==> config.mk <==
export PLATFORM = sky130hd
export DESIGN_NAME = id_ex_stage
export DESIGN_NICKNAME = d
export VERILOG_FILES = /design/src/rtl/core_types_pkg.sv /design/src/rtl/operand_fwd.sv /design/src/rtl/id_ex_stage.sv
export SDC_FILE = /design/constraint.sdc
export NUM_CORES = 1
export LEC_CHECK = 0
export ABC_AREA = 0
export BUFFER_PORTS_ARGS = -buffer_cell sky130_fd_sc_hd__buf_2
export CAP_MARGIN = 20
export CORE_AREA = 2 2 145 147
export CTS_CLUSTER_SIZE = 20
export DETAILED_ROUTE_END_ITERATION = 8
export DIE_AREA = 0 0 147 149
export PLACE_DENSITY = 0.73
export SLEW_MARGIN = 10
export SYNTH_ARGS = -nofsm -noshare
export SYNTH_HDL_FRONTEND = slang
export SYNTH_HIERARCHICAL = 1
export SYNTH_SLANG_ARGS = --single-unit
==> constraint.sdc <==
create_clock -name clk -period 2.2 [get_ports clk]
set_input_delay 0.44 -clock clk [delete_from_list [all_inputs] [get_ports clk]]
set_output_delay 0.44 -clock clk [all_outputs]
set_load 0.05 [all_outputs]
==> src/rtl/core_types_pkg.sv <==
// Shared core types: ALU opcodes, operand selects and architectural widths.
package core_types_pkg;

  localparam int unsigned N_BITS     = 32;
  localparam int unsigned REG_ADDR_W = 5;

  typedef enum logic [3:0] {
    ALU_OP_ADD,
    ALU_OP_SUB,
    ALU_OP_SLL,
    ALU_OP_SLT,
    ALU_OP_SLTU,
    ALU_OP_XOR,
    ALU_OP_SRL,
    ALU_OP_SRA,
    ALU_OP_OR,
    ALU_OP_AND
  } alu_op_t;

  typedef enum logic [1:0] {
    OPA_RS1,
    OPA_PC,
    OPA_ZERO
  } op_a_sel_t;

  typedef enum logic {
    OPB_RS2,
    OPB_IMM
  } op_b_sel_t;

endpackage

==> src/rtl/operand_fwd.sv <==
// Three-source priority bypass for one register source: EX > MEM > WB > regfile.
// x0 always reads as zero, whatever any stage claims to write to it.
module operand_fwd #(
  parameter int unsigned DATA_W     = 32,
  parameter int unsigned REG_ADDR_W = 5
) (
  input  logic [REG_ADDR_W-1:0] src_addr,
  input  logic [DATA_W-1:0]     rf_data,
  input  logic                  ex_fwd_en,
  input  logic [REG_ADDR_W-1:0] ex_rd_addr,
  input  logic [DATA_W-1:0]     ex_data,
  input  logic                  mem_rd_we,
  input  logic [REG_ADDR_W-1:0] mem_rd_addr,
  input  logic [DATA_W-1:0]     mem_rd_data,
  input  logic                  wb_rd_we,
  input  logic [REG_ADDR_W-1:0] wb_rd_addr,
  input  logic [DATA_W-1:0]     wb_rd_data,
  output logic [DATA_W-1:0]     fwd_data
);

  always_comb begin
    fwd_data = rf_data;
    if (src_addr == '0) begin
      fwd_data = '0;
    end else if (ex_fwd_en && (ex_rd_addr == src_addr)) begin
      fwd_data = ex_data;
    end else if (mem_rd_we && (mem_rd_addr == src_addr)) begin
      fwd_data = mem_rd_data;
    end else if (wb_rd_we && (wb_rd_addr == src_addr)) begin
      fwd_data = wb_rd_data;
    end
  end

endmodule

==> src/rtl/id_ex_stage.sv <==
// ID->EX pipeline register: operand selection with bypass, load-use stall and
// bubble injection, registered ALU operands.
module id_ex_stage
  import core_types_pkg::*;
#(
  parameter int unsigned DATA_W     = N_BITS,
  parameter int unsigned REG_ADDR_W = core_types_pkg::REG_ADDR_W
) (
  input  logic                  clk,
  input  logic                  rst,
  input  logic                  id_valid,
  input  alu_op_t               id_alu_op,
  input  op_a_sel_t             id_in0_sel,
  input  op_b_sel_t             id_in1_sel,
  input  logic [REG_ADDR_W-1:0] id_rs1_addr,
  input  logic [REG_ADDR_W-1:0] id_rs2_addr,
  input  logic [DATA_W-1:0]     id_rs1_data,
  input  logic [DATA_W-1:0]     id_rs2_data,
  input  logic [DATA_W-1:0]     id_pc,
  input  logic [DATA_W-1:0]     id_imm,
  input  logic [REG_ADDR_W-1:0] id_rd_addr,
  input  logic                  id_rd_we,
  input  logic                  id_is_load,
  input  logic [DATA_W-1:0]     ex_alu_out,
  input  logic [REG_ADDR_W-1:0] mem_rd_addr,
  input  logic                  mem_rd_we,
  input  logic [DATA_W-1:0]     mem_rd_data,
  input  logic [REG_ADDR_W-1:0] wb_rd_addr,
  input  logic                  wb_rd_we,
  input  logic [DATA_W-1:0]     wb_rd_data,
  input  logic                  ex_hold,
  input  logic                  flush,
  output logic                  id_ready,
  output logic                  ex_valid,
  output alu_op_t               ex_alu_op,
  output logic [DATA_W-1:0]     ex_in0,
  output logic [DATA_W-1:0]     ex_in1,
  output logic [DATA_W-1:0]     ex_store_data,
  output logic [REG_ADDR_W-1:0] ex_rd_addr,
  output logic                  ex_rd_we,
  output logic                  ex_is_load
);

  logic              ex_fwd_en;
  logic [DATA_W-1:0] rs1_fwd;
  logic [DATA_W-1:0] rs2_fwd;
  logic [DATA_W-1:0] in0_next;
  logic [DATA_W-1:0] in1_next;
  logic              rs1_used;
  logic              rs2_used;
  logic              load_use;

  // A load in EX has no result yet, so it must not bypass from ex_alu_out.
  assign ex_fwd_en = ex_valid & ex_rd_we & ~ex_is_load;

  operand_fwd #(
    .DATA_W     (DATA_W),
    .REG_ADDR_W (REG_ADDR_W)
  ) u_fwd_rs1 (
    .src_addr    (id_rs1_addr),
    .rf_data     (id_rs1_data),
    .ex_fwd_en   (ex_fwd_en),
    .ex_rd_addr  (ex_rd_addr),
    .ex_data     (ex_alu_out),
    .mem_rd_we   (mem_rd_we),
    .mem_rd_addr (mem_rd_addr),
    .mem_rd_data (mem_rd_data),
    .wb_rd_we    (wb_rd_we),
    .wb_rd_addr  (wb_rd_addr),
    .wb_rd_data  (wb_rd_data),
    .fwd_data    (rs1_fwd)
  );

  operand_fwd #(
    .DATA_W     (DATA_W),
    .REG_ADDR_W (REG_ADDR_W)
  ) u_fwd_rs2 (
    .src_addr    (id_rs2_addr),
    .rf_data     (id_rs2_data),
    .ex_fwd_en   (ex_fwd_en),
    .ex_rd_addr  (ex_rd_addr),
    .ex_data     (ex_alu_out),
    .mem_rd_we   (mem_rd_we),
    .mem_rd_addr (mem_rd_addr),
    .mem_rd_data (mem_rd_data),
    .wb_rd_we    (wb_rd_we),
    .wb_rd_addr  (wb_rd_addr),
    .wb_rd_data  (wb_rd_data),
    .fwd_data    (rs2_fwd)
  );

  // Stores (no rd write) always consume rs2 as store data.
  assign rs1_used = (id_in0_sel == OPA_RS1);
  assign rs2_used = (id_in1_sel == OPB_RS2) | ~id_rd_we;

  assign load_use = ex_valid & ex_is_load & ex_rd_we & (ex_rd_addr != '0) & id_valid &
                    (((ex_rd_addr == id_rs1_addr) & rs1_used) |
                     ((ex_rd_addr == id_rs2_addr) & rs2_used));

  assign id_ready = ~ex_hold & ~load_use;

  always_comb begin
    unique case (id_in0_sel)
      OPA_RS1: in0_next = rs1_fwd;
      OPA_PC:  in0_next = id_pc;
      default: in0_next = '0;
    endcase
    in1_next = (id_in1_sel == OPB_IMM) ? id_imm : rs2_fwd;
  end

  always_ff @(posedge clk) begin
    if (rst) begin
      ex_valid      <= 1'b0;
      ex_alu_op     <= ALU_OP_ADD;
      ex_in0        <= '0;
      ex_in1        <= '0;
      ex_store_data <= '0;
      ex_rd_addr    <= '0;
      ex_rd_we      <= 1'b0;
      ex_is_load    <= 1'b0;
    end else if (flush || (!ex_hold && load_use)) begin
      // Bubble: clearing we/is_load keeps it from forwarding or stalling.
      ex_valid   <= 1'b0;
      ex_rd_we   <= 1'b0;
      ex_is_load <= 1'b0;
    end else if (!ex_hold) begin
      ex_valid      <= id_valid;
      ex_alu_op     <= id_alu_op;
      ex_in0        <= in0_next;
      ex_in1        <= in1_next;
      ex_store_data <= rs2_fwd;
      ex_rd_addr    <= id_rd_addr;
      ex_rd_we      <= id_valid & id_rd_we;
      ex_is_load    <= id_valid & id_is_load;
    end
  end

endmodule

### After elaboration in Yosys (flattened, before gate mapping)

Cells that the tools add are included.

| cells by class | value |
|---|---|
| reduce and logical (&&, ||, !) cells | 15 |
| equal/unequal tests | 7 |
| multiplexer cells | 10 |
| bitwise logic cells | 20 |

Operators with widths:

| cell | number |
|---|---|
| 2-to-1 mux 32 bit | 9 |
| one-hot mux 32 bit (2 select lines) | 1 |
| == test 5 bit | 6 |
| bitwise AND 1 bit | 12 |
| logical NOT 5 bit | 2 |
| logical AND 1 bit | 7 |
| NOT 1 bit | 6 |
| nonzero test 5 bit | 1 |
| == test 2 x 1 -> 1 bit (second input constant) | 1 |
| logical NOT 2 bit | 1 |
| bitwise OR 1 bit | 2 |
| AND reduction 2 bit | 1 |
| OR reduction 2 bit | 1 |
| logical NOT 1 bit | 1 |
| logical OR 1 bit | 1 |

| word-level totals | value |
|---|---|
| register bits | 108 |
| output and inout port bits | 109 |
| input bits | 265 |
| word-level logic and storage cells | 60 |

### Depth between registers and ports, before layout

Gate-level depths: netlist of the first run.

| depth | value |
|---|---|
| word-level depth | 9 |
| mapped depth | 9 |
| gate-level depth less buffers | 7 |

### Cells and area by module

The synthesis of the first run kept the hierarchy.

Modules (own cells, without submodules):

| module | instances | sequential area each (sq um) | cells an instance | area an instance (sq um) |
|---|---|---|---|---|
| id_ex_stage | 1 | 2162.1 | 348 | 4164.0 |
| operand_fwd | 2 | 0.0 | 214 | 1332.5 |

### Least setup slack after synthesis of the first run

No wires, ideal clock.

| path | value |
|---|---|
| path kind | register -> output |
| start point | reg ex_rd_addr[0] |
| end point | out id_ready |
| data required time | 1760 ps |
| stages on the path, launching flop included | 5 |
| buffers on the path | 0 |
| setup slack | -539 ps |
| arrival | 2299 ps |
| cells stage by stage | dfxtp_1 -> or4_1 -> o21ai_0 -> nor2_1 -> nor2_1 |

| on the way | value |
|---|---|
| word-level cells in the longest chain between the ends | 6 |
| elaborated cells on any way between the ends | 11 |
| those cells by class | eq/ne: 2; bitwise: 8; reduce/logical: 1 |

Ends and longest elaborated chain:

| element | RTL line | text |
|---|---|---|
| start: declaration | id_ex_stage.sv:39 | `output logic [REG_ADDR_W-1:0] ex_rd_addr,` |
| start signal: assignment | id_ex_stage.sv:132 | `ex_rd_addr <= id_rd_addr;` |
| == test 5 bit (tied with other cells) | id_ex_stage.sv:97 | `(((ex_rd_addr == id_rs1_addr) & rs1_used) \|` |
| bitwise AND 1 bit, on equally long branches | id_ex_stage.sv:97, id_ex_stage.sv:96, id_ex_stage.sv:98 |  |
| bitwise OR 1 bit or bitwise AND 1 bit (tied branches) | id_ex_stage.sv:97, id_ex_stage.sv:96 |  |
| bitwise AND 1 bit (*) | id_ex_stage.sv:96 | `assign load_use = ex_valid & ex_is_load & ex_rd_we & (ex_rd_addr != '0) & id_valid &` |
| NOT 1 bit (*) | id_ex_stage.sv:100 | `assign id_ready = ~ex_hold & ~load_use;` |
| bitwise AND 1 bit (*) | id_ex_stage.sv:100 |  |
| end: declaration | id_ex_stage.sv:33 | `output logic id_ready,` |

Every way passes the cells marked *; elsewhere a longest branch is shown, timed or not.

### Final worst setup path of the first run

| path | value |
|---|---|
| start point | reg ex_rd_addr[4] |
| end point | out id_ready |

Same word-level chain as after synthesis.

==> impl_metrics.yaml, run 1 <==
floorplan:
  fp.dieArea_mm2: 0.0219
  fp-row-count: 53
  die_x_um: 147
  die_h_um: 149
  core_mm2: 0.0206
  io_pins: 374
  start_util: 0.332
sta:
  finalClockSkew_ns: 0.00902
  finalCritPeriodShare: 1.04
  setup_viol: 1
  min_period_ns: 2.29
  setup_ws_ns: -0.0872
  max_freq_ghz: 0.437
  final_hold_viol_count: 0
  grt_setup_unrepaired: "yes"
  final_max_slew_viol_count: 0
  holdWs_ns: 0.290
  slew_headroom: 0.543
  worst_pin_slew_ns: 0.686
routing:
  totalWireLength_um: 32600
  drc: 0
  ant_nets: 0
  vias: 8523
  routed_via_density: 5.92
  firstDrtPassIters: 7
  post_drt_wl_per_cell_um: 22.6
  drt_iter0_drc: 694
global_route:
  antenna_found_initial: 4
  grt_pass1_vias: 8023
  met1_usage: 0.344
  grt_overflow: 0
  use_met3: 0.0664
  grtUsageTotal: 0.275
  grt_max_degree: 33
  met2_usage: 0.458
  busiest_layer: "met2"
  grt_pass1_wl_um: 46500
placed_design:
  dpl_worst_slack_ns: -0.172
  post-dp-hpwl_um: 23700
  gp_congestion: 0.916
  portBuffers: 373
  dp_cells: 1410
finish:
  instances_no_fill: 1440
  multi_input_area_mm2: 0.00443
  post-route-util: 0.494
  final-seq-area_mm2: 0.00218
  fill_cells: 1966
  drive_above_1_share: 0.444
  area_growth_pct: 48.6
  finalNetCount: 1421
min_path:
  worstHoldPathCells: 2
  min_from: "id_rd_addr[3]"
  hold_class: "in -> reg"
  min_to: "ex_rd_addr[3]"
worst_setup_path:
  r2r_start: "ex_rd_addr[1]"
  r2r_end: "ex_store_data[27]"
  cp-end-kind: "output port"
  worstPathMaxFanout: 4
  rrSetupSlack_ns: 0.01
  required_ns: 1.76
  rr_worst_depth: 8
  path_class: "reg -> out"
  critPathLaunchType: "register"
  crit_path_cell_trace: "xor2_1 -> nor4_2 -> buf_4 -> a22oi_2 -> nor2_4 -> nor2_4 -> buf_6"
  crit_top_cell: "nor2_4"
  cp_slowest_cell: "dfxtp_4"
  max_stage_delay_ns: 0.37
  arrival_ns: 1.85
yosys:
  ys_top_cells_by_count: "dfxtp_1, nand2_1, o21ai_0"
  yosys_warnings: 6
  synth_seq_area_share: 0.317
  syn_nets: 1041
  ys_async_sr_fraction: 0
  synth_area_leaders: "dfxtp_1, mux2i_1, o2bb2ai_1"
  syn_inst: 776
  ys.flop_type: "dfxtp_1"
  synth-seq-cells: 108
  synth_enable_flop_cells: 0
  synth_cell_types: 37
  synth_largest_area_cell: "dfxtp_1"
  syn-cell-area_mm2: 0.00683
  synth_area_per_cell_um2: 8.80
  synth_top_cell_area_share: 0.317
  yosysMostFrequentCell: "dfxtp_1"
run_status:
  violations: "negative setup slack"
  outcome: "finished, violations left"
pwr:
  clkPwrFrac: 0.328
  switching_share: 0.341
  peakVddDrop_mv: 0.437
  p_per_area_mw_per_mm2: 557
  leakagePower_nw: 4.56
  power.switching_w: 0.00193
  intPower_w: 0.00373
  pwr-share-comb: 0.299
  pwr-share-seq: 0.373
clocking:
  clkSinkCount: 108
  cts_made_buffers: 9
  holdBufCountCts: 0
  cts_buffer_depth: 2
  cts.reportedPaths.clkPinSlew_ns: 0.08
  cts_tree: "done"
  clock_latency_ns: 0.35
  cts-htree-levels: 3
  clockRootBuffer: "clkbuf_16"
flow_run:
  maxCapViolations: 0
[metal layers]
| layer | wire (µm) | share of wire |
|---|---|---|
| met5 | 0 | 0 |
| met4 | 1290 | 0.039 |
| met3 | 3220 | 0.099 |
| met2 | 15500 | 0.48 |
| met1 | 12600 | 0.39 |
[area by class of cell]
class | instances | area share
flip-flops and latches | 108 | 0.215
repair buffers | 454 | 0.282
clock inverters | 6 | 0.00937
clock buffers | 10 | 0.0226
well taps | 275 | 0.0339
diodes | 4 | 0.000986
multi-input cells | 583 | 0.436
[placed cells by master, fill, tap and decap left out, drive strengths merged, types with 2 or more instances in the layout]
cell type and instances:
o2bb2ai 64, a22o 42, bufinv 2, diode 4
a31oi 64, o221ai 62, xor2 30, a21oi 2
nand2 73, nand3 4, nand4 2, or3 63
dfxtp 108, clkinv 2, nor4 6, and3 2
o22ai 2, nor2 8, xnor2 10, nor3 3
buf 451, clkbuf 13, inv 2, mux2i 64
o21ai 67, or2 3, o311ai 2, o21bai 3
[timing repair]
action                                 CTS  global route
pin swaps                                5            10
gates resized for setup                 10            26
endpoints found under the hold margin    0             0
setup endpoints to repair                1            90
buffers inserted                         3             3
cloned                                   0             4
[flip-flops by register name (all words and copies together), names as in the netlist]
signal,count
ex_in0,32
ex_in1,32
ex_store_data,32
ex_rd_addr,5
ex_alu_op,4
ex_is_load,1
ex_rd_we,1
ex_valid,1
[how the worst max path moves through the flow]
| stage | start | to | slack (ns) | cells past startpoint |
|---|---|---|---|---|
| floorplan | ex_rd_addr[0] | id_ready | 0.05 | 4 |
| global placement | id_rs1_addr[3] | id_ready | -0.16 | 7 |
| detailed placement | id_rs2_addr[1] | ex_in1[10] | -0.17 | 11 |
| CTS | ex_rd_addr[1] | id_ready | -0.02 | 6 |
| global route | ex_rd_addr[4] | id_ready | -0.14 | 7 |
| finish | ex_rd_addr[4] | id_ready | -0.09 | 7 |
[logic make-up after synthesis]
group           after synthesis  synth area share
buf+inv                      85            0.0720
mux                          64            0.0938
flops                       108             0.317
simple gates                166             0.126
compound gates              313             0.340
xor+xnor                     40            0.0513
[power groups by stage]
stage / Clock [W] / Combinational (W) / Sequential, W
final: 0.00186 / 0.00169 / 0.00211
after global routing: 0.00196 / 0.00178 / 0.00212
after CTS: 0.00188 / 0.00161 / 0.00210
after detailed placement: 0 / 0.00159 / 0.00215
after global placement: 0 / 0.00157 / 0.00215
after floorplan: 0 / 0.000596 / 0.00247
[worst max-delay path, delay by kind of cell (launching register included)]
family	cells	cell delay, ns
buf+inv	2	0.33
simple gates	3	0.56
xor+xnor	1	0.16
compound gates	1	0.08
flops	1	0.37
[through the flow]
stage | cell area [µm²] | TNS (ns) | total power [W]
detailed placement | 9510 | -13.39 | 0.00374
floorplan | 6840 | 0 | 0.00307
global placement | 9510 | -10.93 | 0.00373
global route | 10100 | -0.698 | 0.00586
CTS | 9890 | -0.0231 | 0.00560
finish | 10100 | -0.0872 | 0.00566
(Power assumes the default switching activity.)
==> inputs of run 2 (changes only) <==
==> config.mk (replaced) <==
export PLATFORM = sky130hd
export DESIGN_NAME = id_ex_stage
export DESIGN_NICKNAME = d
export VERILOG_FILES = /design/src/rtl/core_types_pkg.sv /design/src/rtl/operand_fwd.sv /design/src/rtl/id_ex_stage.sv
export SDC_FILE = /design/constraint.sdc
export NUM_CORES = 1
export LEC_CHECK = 0
export ABC_AREA = 1
export BUFFER_PORTS_ARGS = -buffer_cell sky130_fd_sc_hd__buf_2
export CAP_MARGIN = 15
export CORE_AREA = 2 2 146 148
export CTS_CLUSTER_SIZE = 20
export DETAILED_ROUTE_END_ITERATION = 8
export DIE_AREA = 0 0 148 150
export PLACE_DENSITY = 0.83
export SLEW_MARGIN = 10
export SYNTH_ARGS = -nofsm -noshare
export SYNTH_HDL_FRONTEND = slang
export SYNTH_SLANG_ARGS = --single-unit
==> run 2 against run 1 <==
Net effect: the flow now finishes without violations; sequential power is essentially flat; via count increased by 38%; worst hold slack gained 0.015 ns; critical path type unchanged; cell count rose by 61%.
==> impl_metrics.yaml, run 2 <==
sta:
  max_freq_ghz: 0.462
  grt_setup_unrepaired: "yes"
  finalClockSkew_ns: 0.0169
  finalCritPeriodShare: 0.984
  min_period_ns: 2.17
  final_hold_viol_count: 0
  final_max_slew_viol_count: 0
  worst_pin_slew_ns: 0.677
  setup_viol: 0
  slew_headroom: 0.548
  holdWs_ns: 0.304
pwr:
  peakVddDrop_mv: 0.300
  pwr-share-comb: 0.332
  pwr-share-seq: 0.367
  intPower_w: 0.00348
  leakagePower_nw: 7.03
  power.switching_w: 0.00233
  switching_share: 0.401
  finalPower_w: 0.00580
  p_per_area_mw_per_mm2: 504
  clkPwrFrac: 0.301
yosys:
  synth_largest_area_cell: "nand2_1"
  synth_area_per_cell_um2: 5.17
  ys.flop_type: "dfxtp_1"
  ys_async_sr_fraction: 0
  yosysMostFrequentCell: "nand2_1"
  synth_enable_flop_cells: 0
  synth_area_leaders: "nand2_1, dfxtp_1, nor2_1"
  yosys_warnings: 0
  syn-cell-area_mm2: 0.00885
  syn_nets: 1976
  synth_top_cell_area_share: 0.249
  ys_top_cells_by_count: "nand2_1, nor2_1, inv_1"
  synth-seq-cells: 108
  syn_inst: 1711
  synth_cell_types: 29
  synth_seq_area_share: 0.244
floorplan:
  io_pins: 374
  fp-row-count: 53
  die_h_um: 150
  die_x_um: 148
  fp.dieArea_mm2: 0.0222
  core_mm2: 0.0207
  start_util: 0.428
clocking:
  cts_tree: "done"
  clkSinkCount: 108
  clock_latency_ns: 0.38
  cts-htree-levels: 3
  cts_buffer_depth: 2
  cts.reportedPaths.clkPinSlew_ns: 0.09
  clockRootBuffer: "clkbuf_16"
  cts_made_buffers: 9
finish:
  layout_commonest_cell: "nand2_1"
  largestRegisters: "ex_in0 x32, ex_in1 x32, ex_store_data x32"
  fin_area_mm2: 0.0115
  final_cell_mix: "nand2_1, buf_2, nor2_1"
  drive_above_1_share: 0.232
  area_growth_pct: 30.2
  finalNetCount: 2303
flow_run:
  maxCapViolations: 0
routing:
  vias: 11800
  routed_via_density: 5.09
  totalWireLength_um: 39400
  drt_iter0_drc: 1208
  ant_nets: 0
  firstDrtPassIters: 6
  post_drt_wl_per_cell_um: 17.0
  drc: 0
placed_design:
  portBuffers: 373
  gp_congestion: 1.00
  placedInstanceArea_mm2: 0.0111
  post-dp-hpwl_um: 30000
global_route:
  grt_max_degree: 65
  grt_pass1_vias: 10500
  grt_overflow: 0
  antenna_found_initial: 2
  grt_pass1_wl_um: 58500
  grtUsageTotal: 0.340
worst_setup_path:
  arrival_ns: 1.73
  path_buf_inv: 4
  cp-end-kind: "output port"
  required_ns: 1.76
  crit_path_cell_trace: "inv_1 -> nand2_1 -> a21oi_2 -> buf_4 -> nand4_1 -> nand2_1 -> nand2_2 -> nand2_2 -> inv_2 -> buf_8"
  critical-path-top-delay-family: "simple AND/OR/NAND/NOR gates"
  r2r_start: "ex_rd_addr[0]"
  path_class: "reg -> out"
  worstPathMaxFanout: 6
  rrSetupSlack_ns: 0.20
  cp_num_cells: 10
  max_stage_delay_ns: 0.36
  r2r_end: "ex_in0[3]"
  cp_slowest_cell: "dfxtp_2"
  critPathLaunchType: "register"
  rr_worst_depth: 12
min_path:
  min_to: "ex_rd_addr[2]"
  hold_class: "in -> reg"
  min_from: "id_rd_addr[2]"
  worstHoldPathCells: 3
run_status:
  outcome: "finished, final reports clean"
run 2: cell count changes after synthesis, moves of 29 or more:
cell,previous run,this run
a21oi_1,2,75
a22o_1,42,0
a31oi_1,64,0
inv_1,0,283
mux2i_1,64,0
nand2_1,73,588
nand3_1,4,99
nand4_1,2,91
nor2_1,6,292
o21ai_0,67,36
o221ai_1,62,0
o2bb2ai_1,64,0
or3_1,63,0
xor2_1,30,1
run 2: cell type report:
| cell class | instances | area, µm² |
|---|---|---|
| fill | 2251 | 9170 |
| multi-input combinational | 1207 | 5180 |
| timing repair buffer | 421 | 2410 |
| sequential | 108 | 2180 |
| inverter | 291 | 1090 |
| tap | 275 | 344 |
| clock buffer | 9 | 225 |
| clock inverter | 7 | 80.1 |
| antenna | 2 | 5.00 |
run 2: metal layers:
| metal | global-route usage | up-vias | share of wire |
|---|---|---|---|
| met5 | 0 | - | 0 |
| met4 | 0.0990 | 0 | 0.026 |
| met3 | 0.0622 | 57 | 0.095 |
| met2 | 0.529 | 652 | 0.44 |
| met1 | 0.480 | 5247 | 0.44 |
| li1 | - | 5846 | - |
run 2: power groups by stage:
stage	sequential (W)	combinational (W)	clock (W)
2_1_floorplan	0.00255	0.000785	0
3_3_place_gp	0.00217	0.00188	0
3_5_place_dp	0.00218	0.00189	0
4_1_cts	0.00213	0.00190	0.00176
5_1_grt	0.00214	0.00209	0.00183
6_report	0.00213	0.00193	0.00175
run 2: worst register-to-register path, delay by kind of cell (launching register included):
kind	cells	cell delay, ns
AO/OA/AOI/OAI	1	0.06
buffers and inverters	3	0.43
flip-flops	1	0.36
AND/OR/NAND/NOR	7	0.81
XOR/XNOR	1	0.22
run 2: stage by stage:
step / util / worst slack (ns) / cells / setup TNS [ns]
2_1_floorplan: - / 0.0547 / 1711 / 0
3_3_place_gp: 0.538 / 0.0233 / 2298 / 0
3_5_place_dp: 0.538 / 0.00815 / 2298 / 0
4_1_cts: 0.554 / 0.00228 / 2315 / 0
5_1_grt: 0.557 / -0.0484 / 2320 / -0.0484
6_report: 0.557 / 0.0343 / 2320 / 0
run 2: kinds of logic after synthesis:
kind of cell,synth area share
buffers and inverters,0.177
and+or+nand+nor,0.501
DFF,0.244
AOI/OAI and AO/OA,0.0732
xor gates and xnor gates,0.00396
run 2: timing repair:
item	4_1_cts	5_1_grt
setup buffers	1	3
hold buffers	0	0
setup endpoints to repair	1	3
gates resized for setup	5	12
pin swaps	1	5
run 2: how the worst max path moves through the flow:
stage,endpoint,from
final,id_ready,ex_rd_addr[0]
after global routing,id_ready,ex_rd_addr[0]
after CTS,id_ready,ex_rd_addr[1]
after detailed placement,ex_in1[2],id_rs2_addr[1]
after global placement,ex_in1[2],id_rs2_addr[0]
after floorplan,id_ready,ex_rd_addr[1]
